$ cat config.mk
export PLATFORM = sky130hd
export DESIGN_NAME = fifo_prog
export DESIGN_NICKNAME = d
export VERILOG_FILES = /design/src/rtl/shared_pkg.sv /design/src/rtl/fifo_prog_mem.sv /design/src/rtl/fifo_prog.sv
export SDC_FILE = /design/constraint.sdc
export NUM_CORES = 1
export LEC_CHECK = 0
export BUFFER_PORTS_ARGS = -buffer_cell sky130_fd_sc_hd__buf_2
export CORE_UTILIZATION = 64
export CTS_CLUSTER_DIAMETER = 100
export CTS_CLUSTER_SIZE = 10
export DETAILED_ROUTE_END_ITERATION = 16
export GPL_TIMING_DRIVEN = 0
export PLACE_DENSITY = 0.93
export SETUP_SLACK_MARGIN = 0.2
export SYNTH_ARGS = -nofsm -noshare
export SYNTH_HDL_FRONTEND = slang
export SYNTH_HIERARCHICAL = 1
export SYNTH_SLANG_ARGS = --single-unit
$ cat constraint.sdc
create_clock -name clk -period 4.2 [get_ports clk]
set_input_delay 0.21 -clock clk [delete_from_list [all_inputs] [get_ports clk]]
set_output_delay 0.21 -clock clk [all_outputs]
set_load 0.1 [all_outputs]
$ cat src/rtl/shared_pkg.sv
// rtl/shared_pkg.sv - shared constants and operation encoding for the programmable-flag FIFO
package shared_pkg;

    localparam int DEF_FIFO_WIDTH = 16;
    localparam int DEF_FIFO_DEPTH = 8;

    typedef enum logic [1:0] {
        OP_IDLE = 2'b00,
        OP_WR   = 2'b01,
        OP_RD   = 2'b10,
        OP_RW   = 2'b11
    } fifo_op_e;

    // Classify a cycle from its accepted write/read qualifiers.
    function automatic fifo_op_e op_decode(input logic wr_acc, input logic rd_acc);
        return fifo_op_e'({rd_acc, wr_acc});
    endfunction

endpackage

$ cat src/rtl/fifo_prog_mem.sv
// rtl/fifo_prog_mem.sv - dual-port register array, one write port and one asynchronous read port
module fifo_prog_mem #(
    parameter int WIDTH = 16,
    parameter int DEPTH = 8,
    parameter int AW    = 3
) (
    input  logic             clk,
    input  logic             wr_en,
    input  logic [AW-1:0]    wr_addr,
    input  logic [WIDTH-1:0] wr_data,
    input  logic [AW-1:0]    rd_addr,
    output logic [WIDTH-1:0] rd_data
);

    // Deliberately unreset: contents are only meaningful behind the pointers.
    logic [WIDTH-1:0] mem [DEPTH];

    always_ff @(posedge clk) begin
        if (wr_en) begin
            mem[wr_addr] <= wr_data;
        end
    end

    assign rd_data = mem[rd_addr];

endmodule

$ cat src/rtl/fifo_prog.sv
// rtl/fifo_prog.sv - synchronous FIFO with programmable flags; FIFO_PROG_FWFT_EN selects first-word-fall-through
module fifo_prog
    import shared_pkg::*;
#(
    parameter  int FIFO_WIDTH = DEF_FIFO_WIDTH,
    parameter  int FIFO_DEPTH = DEF_FIFO_DEPTH,
    localparam int CNT_W      = $clog2(FIFO_DEPTH + 1)
) (
    input  logic                  clk,
    input  logic                  rst,
    input  logic [FIFO_WIDTH-1:0] data_in,
    input  logic                  wr_en,
    input  logic                  rd_en,
    input  logic [CNT_W-1:0]      af_thresh,
    input  logic [CNT_W-1:0]      ae_thresh,
    output logic [FIFO_WIDTH-1:0] data_out,
    output logic                  wr_ack,
    output logic                  overflow,
    output logic                  underflow,
    output logic                  full,
    output logic                  empty,
    output logic                  almostfull,
    output logic                  almostempty,
    output logic                  prog_full,
    output logic                  prog_empty,
    output logic [CNT_W-1:0]      count
);

    localparam int                AW       = $clog2(FIFO_DEPTH);
    localparam logic [CNT_W-1:0]  DEPTH_C  = CNT_W'(FIFO_DEPTH);
    localparam logic [CNT_W-1:0]  AFULL_C  = CNT_W'(FIFO_DEPTH - 1);
    localparam logic [CNT_W-1:0]  AEMPTY_C = CNT_W'(1);
    localparam logic [AW-1:0]     LAST_PTR = AW'(FIFO_DEPTH - 1);

    logic [AW-1:0]         wr_ptr;
    logic [AW-1:0]         rd_ptr;
    logic [CNT_W-1:0]      cnt_q;
    logic                  wr_ok;
    logic                  rd_ok;
    fifo_op_e              op;
    logic [FIFO_WIDTH-1:0] mem_rd;

    // Depth need not be a power of two, so pointers wrap on an explicit compare.
    function automatic logic [AW-1:0] ptr_next(input logic [AW-1:0] p);
        return (p == LAST_PTR) ? '0 : p + 1'b1;
    endfunction

    assign count       = cnt_q;
    assign full        = (cnt_q == DEPTH_C);
    assign empty       = (cnt_q == '0);
    assign almostfull  = (cnt_q == AFULL_C);
    assign almostempty = (cnt_q == AEMPTY_C);
    assign prog_full   = (cnt_q >= af_thresh);
    assign prog_empty  = (cnt_q <= ae_thresh);

    // A write into a full FIFO is allowed when a read frees the slot in the same cycle.
    always_comb begin
        rd_ok = rd_en && !empty;
        wr_ok = wr_en && (!full || rd_ok);
        op    = op_decode(wr_ok, rd_ok);
    end

    always_ff @(posedge clk or posedge rst) begin
        if (rst) begin
            wr_ptr    <= '0;
            rd_ptr    <= '0;
            cnt_q     <= '0;
            wr_ack    <= 1'b0;
            overflow  <= 1'b0;
            underflow <= 1'b0;
        end else begin
            wr_ack    <= wr_ok;
            overflow  <= wr_en && !wr_ok;
            underflow <= rd_en && !rd_ok;
            if (wr_ok) begin
                wr_ptr <= ptr_next(wr_ptr);
            end
            if (rd_ok) begin
                rd_ptr <= ptr_next(rd_ptr);
            end
            unique case (op)
                OP_WR:   cnt_q <= cnt_q + 1'b1;
                OP_RD:   cnt_q <= cnt_q - 1'b1;
                default: cnt_q <= cnt_q;
            endcase
        end
    end

    fifo_prog_mem #(
        .WIDTH (FIFO_WIDTH),
        .DEPTH (FIFO_DEPTH),
        .AW    (AW)
    ) u_mem (
        .clk     (clk),
        .wr_en   (wr_ok),
        .wr_addr (wr_ptr),
        .wr_data (data_in),
        .rd_addr (rd_ptr),
        .rd_data (mem_rd)
    );

`ifdef FIFO_PROG_FWFT_EN
    // Head word is shown directly; the last shown word is held once the FIFO drains.
    logic [FIFO_WIDTH-1:0] hold_q;

    always_ff @(posedge clk or posedge rst) begin
        if (rst) begin
            hold_q <= '0;
        end else if (!empty) begin
            hold_q <= mem_rd;
        end
    end

    assign data_out = empty ? hold_q : mem_rd;
`else
    logic [FIFO_WIDTH-1:0] dout_q;

    always_ff @(posedge clk or posedge rst) begin
        if (rst) begin
            dout_q <= '0;
        end else if (rd_ok) begin
            dout_q <= mem_rd;
        end
    end

    assign data_out = dout_q;
`endif

endmodule

# [Word level (Yosys, flattened, before mapping)]
# Memories as Yosys holds them, arrays and structs flattened. A register that Yosys moved wholly into a read port is not among the register bits.
# Cells that the tools add are included.
# W data, S select, Z words.
[word_totals] ram_bits=128 output_inout_bits=29 n_memories=1 elab_cells=36 register_bits=13
[mem_list] memory="u_mem.mem" depth=8 width=16 rd=1 rd_clocked_by_memory_dff=1 wr=1 line_no="fifo_prog_mem.sv:16" text="logic [WIDTH-1:0] mem [DEPTH];"
[classes] eq_ne=7 n_reduce_logical=11 muxes=5 n_lt_le_gt_ge=2 add_sub_neg=4
[ops] operator="$pmux W4 S2" n=1
[ops] operator="$add A3 B1 Y3 const B" n=2
[ops] operator="$eq A3 B3 Y1 const B" n=2
[ops] operator="$mux W3" n=2
[ops] operator="$add A4 B1 Y4 const B" n=1
[ops] operator="$eq A4 B1 Y1 const B" n=1
[ops] operator="$eq A4 B3 Y1 const B" n=1
[ops] operator="$eq A4 B4 Y1 const B" n=1
[ops] operator="$ge A4 B4 Y1" n=1
[ops] operator="$le A4 B4 Y1" n=1
[ops] operator="$logic_and A1 B1 Y1" n=4
[ops] operator="$logic_not A1 Y1" n=4
[ops] operator="$logic_not A4 Y1" n=1
[ops] operator="$sub A4 B1 Y4 const B" n=1
[ops] operator="$eq A2 B1 Y1 const B" n=1
[ops] operator="$eq A2 B2 Y1 const B" n=1
[ops] operator="$mux W1" n=2
[ops] operator="$reduce_bool A2 Y1" n=1
[ops] operator="$logic_or A1 B1 Y1" n=1

# [Logic depth before layout (Yosys ltp)]
# Gate-level depths: netlist of run 1.
[logic_depth] depth_word=7 ltp_mapped=7

# [Hierarchy]
# The synthesis of run 1 kept the hierarchy.
[by_module_without_submodules] module="fifo_prog_mem" n_inst=1 area_each_um2=4973.5 cells_per_inst=198
[by_module_without_submodules] module="fifo_prog" n_inst=1 area_each_um2=1519.0 cells_per_inst=125

# [Least setup slack after synthesis of run 1]
# No wires, ideal clock.
[synth_timing] kind="reg2reg" startpoint="register cnt_q[0] (netlist: count[0])" endpoint="register cnt_q[3] (netlist: count[3])" path_buffers=0 stages_incl_launch_ff=7 setup_time_ns=0.139 arrival_ns=4.156 path_slack_ns=-0.095 t_required_ns=4.061 synth_period_minus_slack_ns=4.295 path_cell_list="dfrtp_1 -> inv_1 -> ha_1 -> nor3b_1 -> or3_1 -> a2111oi_2 -> xor2_1"
[synth_via] elab_chain_len=7 word_cells_on_any_way=13
[synth_rtl] element="start: declaration" line_no="fifo_prog.sv:37" text="logic [CNT_W-1:0] cnt_q;"
[synth_rtl] element="start signal: assignment" line_no="fifo_prog.sv:82" text="OP_WR: cnt_q <= cnt_q + 1'b1;"
[synth_rtl] element="start signal: assignment" line_no="fifo_prog.sv:83" text="OP_RD: cnt_q <= cnt_q - 1'b1;"
[synth_rtl] element="start signal: assignment" line_no="fifo_prog.sv:84" text="default: cnt_q <= cnt_q;"
[synth_rtl] element="$logic_not A4 Y1 (*)" line_no="fifo_prog.sv:50" text="assign empty = (cnt_q == '0);"
[synth_rtl] element="named net empty" line_no="fifo_prog.sv:21" text="output logic empty,"
[synth_rtl] element="$logic_not A1 Y1 (*)" line_no="fifo_prog.sv:58" text="rd_ok = rd_en && !empty;"
[synth_rtl] element="$logic_and A1 B1 Y1 (*)" line_no="fifo_prog.sv:58"
[synth_rtl] element="$logic_or A1 B1 Y1" line_no="fifo_prog.sv:59" text="wr_ok = wr_en && (!full || rd_ok);"
[synth_rtl] element="$logic_and A1 B1 Y1" line_no="fifo_prog.sv:59"
[synth_rtl] element="$eq A2 B2 Y1 or $eq A2 B1 Y1 (tied branches)" line_no="fifo_prog.sv:81" text="unique case (op)"
[synth_rtl] element="$pmux W4 S2 or $reduce_bool A2 Y1 (tied branches)"
# Mark *: on every way through the listed nets, which the timed path passes. The rest lies on a longest branch.
# A chain may end at the register's enable or synchronous reset.

# [Worst setup path in the final report of run 1]
[layout_timing] startpoint="register cnt_q[0] (netlist: count[0])" endpoint="memory u_mem.mem[4][1] (enable)"
[layout_via] elab_chain_len=7 word_cells_on_any_way=9
[layout_rtl] element="$logic_not A4 Y1" line_no="fifo_prog.sv:50"
[layout_rtl] element="$logic_not A1 Y1" line_no="fifo_prog.sv:58"
[layout_rtl] element="$logic_and A1 B1 Y1" line_no="fifo_prog.sv:58"
[layout_rtl] element="$logic_or A1 B1 Y1 (*)" line_no="fifo_prog.sv:59"
[layout_rtl] element="$logic_and A1 B1 Y1 (*)" line_no="fifo_prog.sv:59"
[layout_rtl] element="named net wr_ok" line_no="fifo_prog.sv:38" text="logic wr_ok;"
[layout_rtl] element="$mux W1 (*)" line_no="fifo_prog_mem.sv:19" text="if (wr_en) begin"
[layout_rtl] element="$mux W1 (implied by the code) (*)" line_no="fifo_prog_mem.sv:20" text="mem[wr_addr] <= wr_data;"
[layout_rtl] element="end: declaration" line_no="fifo_prog_mem.sv:16"
# Marked as above.

==> impl_results.md, run 1 <==
* Critical Path RT at 4.43 ns
* Synth Warn # at 6
* Antenna cell count at 0
* H-tree depth at 4
* Remaining routing DRC violations at 0
* Max Freq at 365 MHz
* Final nets at ~470
* Synth Instances at 323
* Crit path max fanout at 10
* Port bufs at 54
* Setup WS post-layout at around 1.5 ns
* Top cell type's share of synthesized area at 59.2%
* Endpoint class of the critical path: flop
* Endpoints failing setup at 0
* Crit-path max cell delay at roughly 0.64 ns
* Area delta synth->final at 20.3%
* Worst Max-Slew Pin Slew at slightly below 0.8 ns
* Post-Syn Nets at ~370
* Routed WL per cell at ~24 um
* Hold Vio Cnt, Final at 0
* Die width at just over 100 um
* Routed wl met3 at 825 um
* Max_cap viols at 0
* List of most frequent post-synthesis cells: edfxtp_1 (128), mux2_2 (36), dfrtp_1 (29), mux4_1 (28), ha_1 (15)
* CTS Buf Count at 17
* Syn avg cell area at 20.1 um^2
* Clock transition at path regs at ~0.070 ns
* Via count at 3463
* Post-CTS Setup Inserts at 0
* Netlist Area Pre-Place at between 6000 and 7000 um^2
* Clock buffer depth at 2
* Cell variety after synth at 37
* Routed length on met1 at 5.21 mm
* Layout fillers at 513
* Slew Limit Headroom at 46.9%
* Pin count of the biggest net entering global routing at 30
* Row count at 36
* TritonCTS clock tree: done
* Worst Hold Class: in2reg
* Place WS at between 1.5 and 2 ns
* Top_reg_cell synth: edfxtp_1
* EDFF count, synth at around 130
* Crit path launch type: flop
* Cts hold-fix bufs at 17
* Critical Path Source: count[0]
* Ports at 57
* Die Y at 103 um
* Fin crit period at ~2.7 ns
* Final max-slew violation count at 0
* Clock sink count at 157
* PostCTS Resize Cnt at 0
* Area leader, netlist: edfxtp_1
* FF/Latch Area at roughly 4600 um^2
* Pwr per Cell Area at 790 nW/um^2
* Most frequent CP cell: inv_1
* Clock root cell: clkbuf_8
* Worst EP arrival at just under 3 ns
* Multi-input logic area at about 1800 um^2
* Period utilization at about 65%
* Drt pass-1 iters at 4
* Antenna violations before repair at 0
* Number of global-route vias before repair at 3531
* Final TNS setup at 0 ns
* Slowest cell on crit path: nor3_2
* Count leader, synth: edfxtp_1
* Clock skew at around 0.011 ns
* Placer Congestion at approximately 0.81
* Top cells by area, synth: edfxtp_1 (59%), mux4_1 (11%), dfrtp_1 (11%), mux2_2 (6.2%), ha_1 (2.9%)
* First-pass GRT wire length at between 15 and 20 mm
* Total track usage at between 20% and 30%
* Uppermost routed layer: met4
* #FFs+latches synth at about 160
* Post-detail-place hpwl at between 7 and 8 mm
* Area of the core at roughly 10000 um^2
* Hold Path Origin: wr_en
* Initial Util at between 60% and 70%
* Met2 routed WL at roughly 7.2 mm
* GR Overflow Total at 0
* Detail Route Antenna Nets at 0
* Async set or reset register ratio after synthesis at a little under a fifth
* Status: finished clean
* Via density at 6.09
* CP cell instances: inv_1 > ha_1 > nand3b_1 > o21ai_1 > inv_1 > nand2_1 > nor3_2 > buf_6
* RR Startpoint: count[0]
* Total Routed Length at roughly 14 mm
* Die area at 10600 um^2
* CP Class: reg2reg
* Worst skew pair latency at approximately 0.54 ns
* Post-synthesis sequential area ratio at 70.4%
* RSZ-0062 raised after global routing: false
* Share of layout cells above drive strength 1 at 35.8%
* Lkg Pwr at slightly below 3 nW
* Iteration-0 DRC count of the detailed router at 170
* Worst VDD drop at about 0.66 mV
==> routing by layer <==
| layer | vias to the layer above | track usage (%) |
|---|---|---|
| met5 | - | 0 |
| met4 | 0 | 14.1 |
| met3 | 36 | 7.25 |
| met2 | 161 | 48.4 |
| met1 | 1759 | 32.9 |
| li1 | 1507 | - |
==> logic make-up (layout without fill, tap and decap cells) <==
family	after synthesis	after routing	share of synthesized area [%]
compound gates	14	14	1.60
xor+xnor	4	4	0.540
fa+ha+maj	15	15	2.89
buf+inv	25	138	2.14
flops	157	157	70.4
mux	69	69	19.1
simple gates	39	39	3.33
==> worst max-delay path: cells and delay by family, from the launching register on <==
family                   cells  cell delay (ns)
buffers and inverters        3             0.56
AO/OA/AOI/OAI                1             0.19
flip-flops                   1             0.43
AND/OR/NAND/NOR              3             0.96
adder cells (fa/ha/maj)      1             0.27
==> per-stage QoR <==
stage | std cells | power (mW) | util (%) | hold slack [ns] | cell area, um^2
after floorplan | 323 | 4.15 | - | 0.288 | 6500
after global routing | 569 | 6.39 | 79.6 | 0.0573 | 7810
after CTS | 567 | 6.18 | 79.2 | 0.0290 | 7770
after detailed placement | 518 | 4.71 | 71.9 | 0.441 | 7060
after global placement | 510 | 4.56 | 70.6 | 0.441 | 6930
final | 569 | 6.17 | 79.6 | 0.0572 | 7810
==> cell usage in the layout, fill, tap and decap left out, types with 5 or more instances in the layout <==
cell and count:
edfxtp_1 128, buf_2 56, mux2_2 36, dfrtp_1 29
mux4_1 28, dlygate4sd3_1 18, clkbuf_16 16, ha_1 15
inv_1 11, buf_6 9, nand2b_1 6, inv_6 6
nor2_2 6, a21o_1 5, nand2_1 5
==> area by class of cell <==
type	count	area share (%)
clock inverter	14	1.57
sequential	157	58.5
buffer	14	1.25
tap	133	2.13
clock buffer	18	5.35
multi-input combinational	141	23.2
timing repair buffer	81	7.46
inverter	11	0.529
==> sequential cells by signal, indices dropped and copies added (netlist names) <==
| name | cells |
|---|---|
| u_mem/mem | 128 |
| data_out | 16 |
| count | 4 |
| rd_ptr | 3 |
| wr_ptr | 3 |
| overflow | 1 |
| underflow | 1 |
| wr_ack | 1 |
==> power by group <==
part / switching (mW) / internal (mW) / total (mW)
Sequential: 0.180 / 2.01 / 2.19
Clock: 0.666 / 0.748 / 1.41
Combinational: 1.72 / 0.857 / 2.57
==> final timing paths <==
| path | slack (ns) | cells past startpoint | endpoint |
|---|---|---|---|
| max in group asynchronous | 3.35 | 4 | data_out[13] |
| worst min register to register | 0.51 | 1 | data_out[12] |
| worst max-delay path | 1.46 | 8 | u_mem/mem[4][1] |
| worst max register to register | 1.46 | 8 | u_mem/mem[4][1] |
| min in group asynchronous | 0.33 | 3 | data_out[6] |
| worst min-delay path | 0.06 | 2 | overflow |
Power figures use the tool's default switching activity.
==> run 2: changes to the inputs <==
Settings changed: CORE_UTILIZATION 64 to 53, PLACE_DENSITY 0.93 to 0.83.
Clock period 4.2 ns to 2.3 ns, I/O delays scaled along.
==> impl_results.md, run 2 (synthesis results as in run 1) <==
* Hold Vio Cnt, Final at 0 (unchanged)
* Largest Register: u_mem/mem (unchanged)
* Clock root cell: clkbuf_16 (was clkbuf_8)
* Final max-slew violation count at 0 (unchanged)
* Drt pass-1 iters at 4 (unchanged)
* WP buf/inv at 2 (was 3)
* Crit path launch type: flop (unchanged)
* Commonest non-fill, non-tap cell in the layout: edfxtp_1 (unchanged)
* Die Y at 113 um (was 103 um)
* Pin count of the biggest net entering global routing at 30 (unchanged)
* Remaining routing DRC violations at 0 (unchanged)
* Row count at 40 (was 36)
* Share of layout cells above drive strength 1 at 41.4% (was 35.8%)
* Number of global-route vias before repair at 3611 (was 3531)
* Pwr per Cell Area at 1420 nW/um^2 (was 790 nW/um^2)
* Slowest cell on crit path: dfrtp_4 (was nor3_2)
* Via count at 3391 (was 3463)
* Clock skew at 0.00811 ns (was 0.0108 ns)
* FF/Latch Area at 4580 um^2 (was 4570 um^2)
* Hold EP: overflow (unchanged)
* Post-layout instance count excluding filler cells at 591 (was 569)
* Max_cap viols at 0 (unchanged)
* Most frequent CP cell: a21o_1 (was inv_1)
* RSZ-0062 raised after global routing: true (was false)
* Max FFs per register at 128 (unchanged)
* Endpoints failing setup at 0 (unchanged)
* Worst VDD drop at 1.04 mV (was 0.658 mV)
* Placer Congestion at 0.766 (was 0.806)
* Clock buffer depth at 2 (unchanged)
* Ports at 57 (unchanged)
* RR Startpoint: count[1] (was count[0])
* Total track usage at 22.2% (was 28.1%)
* Antenna cell count at 0 (unchanged)
* Area delta synth->final at 25.9% (was 20.3%)
* GR Overflow Total at 0 (unchanged)
* CP cell instances: inv_6 > ha_4 > nand2b_4 > a21o_1 > a21o_1 > a21o_1 > buf_12 (was inv_1 > ha_1 > nand3b_1 > o21ai_1 > inv_1 > nand2_1 > nor3_2 > buf_6)
* Status: finished clean (unchanged)
* Lkg Pwr at 3.06 nW (was 2.98 nW)
* Period utilization at 91.5%
* Via density at 5.74 (was 6.09)
* Final TNS setup at 0 ns (unchanged)
* R2R Setup Slk at 0.24 ns (was 1.46 ns)
* Worst Hold Class: in2reg (unchanged)
* Multi-input logic area at 1990 um^2 (was 1810 um^2)
* Detail Route Antenna Nets at 0 (unchanged)
* Iteration-0 DRC count of the detailed router at 243 (was 170)
* Clock sink count at 157 (unchanged)
* Worst Max-Slew Pin Slew at 0.494 ns (was 0.793 ns)
* Port bufs at 54 (unchanged)
* Max Freq at about 470 MHz
* Worst hold path stage count at 2 (unchanged)
* Die area at 12700 um^2 (was 10600 um^2)
* CP top delay family: flip-flops (was simple AND/OR/NAND/NOR gates)
* Endpoint class of the critical path: output port (was flop)
* Final core occ at 68.4% (was 79.6%)
* Initial Util at 54.3% (was 66.1%)
* Clock transition at path regs at 0.06 ns (was 0.07 ns)
* Area of the core at 12000 um^2 (was 9820 um^2)
* Crit path max fanout at 4 (was 10)
* Routed WL per cell at 21.4 um (was 23.9 um)
* Hold Path Origin: wr_en (unchanged)
* Fin area at 8180 um^2 (was 7810 um^2)
* Cells after DPL at 524 (was 518)
* Final nets at 474 (was 466)
* TritonCTS clock tree: done (unchanged)
* Layout fillers at 729 (was 513)
* Total Routed Length at 12.7 mm (was 13.6 mm)
* Post-detail-place hpwl at 7.26 mm (was 7.92 mm)
* Critical Path Source: count[0] (unchanged)
* Slew Limit Headroom at 67.3% (was 46.9%)
* Crit-path max cell delay at 0.50 ns (was 0.64 ns)
* H-tree depth at 4 (unchanged)
* Fin crit period at between 2 and 2.5 ns
* Worst EP arrival at 1.99 ns (was 2.97 ns)
* Tot Pwr at 11.6 mW (was 6.17 mW)
* Most frequent cells in the layout: edfxtp_1 (128), buf_2 (54), mux2_2 (36) (was edfxtp_1 (128), buf_2 (56), mux2_2 (36))
* Die width at 113 um (was 103 um)
* CTS Buf Count at 17 (unchanged)
* CP Class: reg2out (was reg2reg)
* First-pass GRT wire length at 20.0 mm (was 19.6 mm)
* Critical Path RT at 2.18 ns (was 4.43 ns)
* Reg2reg path depth at 5 (was 8)
* Placed inst area at 7090 um^2 (was 7060 um^2)
* Worst skew pair latency at 0.42 ns (was 0.54 ns)
* Antenna violations before repair at 0 (unchanged)
* Reg2reg end: count[3] (was u_mem/mem[4][1])
==> run 2: cell count changes in the layout (fill, tap and decap cells not counted), sizes merged <==
cell      change
clkbuf        +5
inv           -6
buf           +6
clkinvlp      +3
==> run 2: through the flow <==
| step | hold WS, ns | setup WS, ns |
|---|---|---|
| after floorplan | 0.193 | -0.0393 |
| after global placement | 0.343 | -0.312 |
| after detailed placement | 0.349 | -0.335 |
| after CTS | 0.0814 | 0.127 |
| after global routing | 0.144 | 0.130 |
| final | 0.143 | 0.195 |
==> run 2: how the worst max path moves through the flow <==
| stage | cells past startpoint | end |
|---|---|---|
| global placement | 7 | u_mem/mem[4][5] |
| detailed placement | 7 | u_mem/mem[4][10] |
| global route | 6 | prog_empty |
| floorplan | 6 | count[3] |
| CTS | 6 | prog_full |
| finish | 7 | prog_full |
==> run 2: per-layer routing <==
layer	vias to the layer above	wire [um]	global-route usage (%)
met5	-	0	0
met4	0	144	7.47
met3	14	677	6.37
met2	107	6800	37.9
met1	1742	5050	27.3
li1	1528	-	-
==> run 2: report_power, final <==
group          switching (mW)  internal, mW  leakage (nW)
logic                    3.23          1.88          1.31
registers               0.323          3.69          1.50
clock network            1.09          1.39         0.245
==> run 2: area by class of cell <==
class	count	share of cell area (%)
plain buffers	14	1.41
multi-input cells	141	24.3
well taps	147	2.25
repair buffers	89	8.91
flip-flops and latches	157	56.0
inverters	11	0.597
clock buffers	21	5.39
clock inverters	11	1.07
==> run 2: what timing repair did <==
action / 4_1_cts / 5_1_grt
setup endpoints to repair: 148 / 115
hold endpoints to repair: 130 / 29
pin swaps: 10 / 8
hold buffers: 17 / 1
buffers inserted: 15 / 1
gates resized for setup: 16 / 15
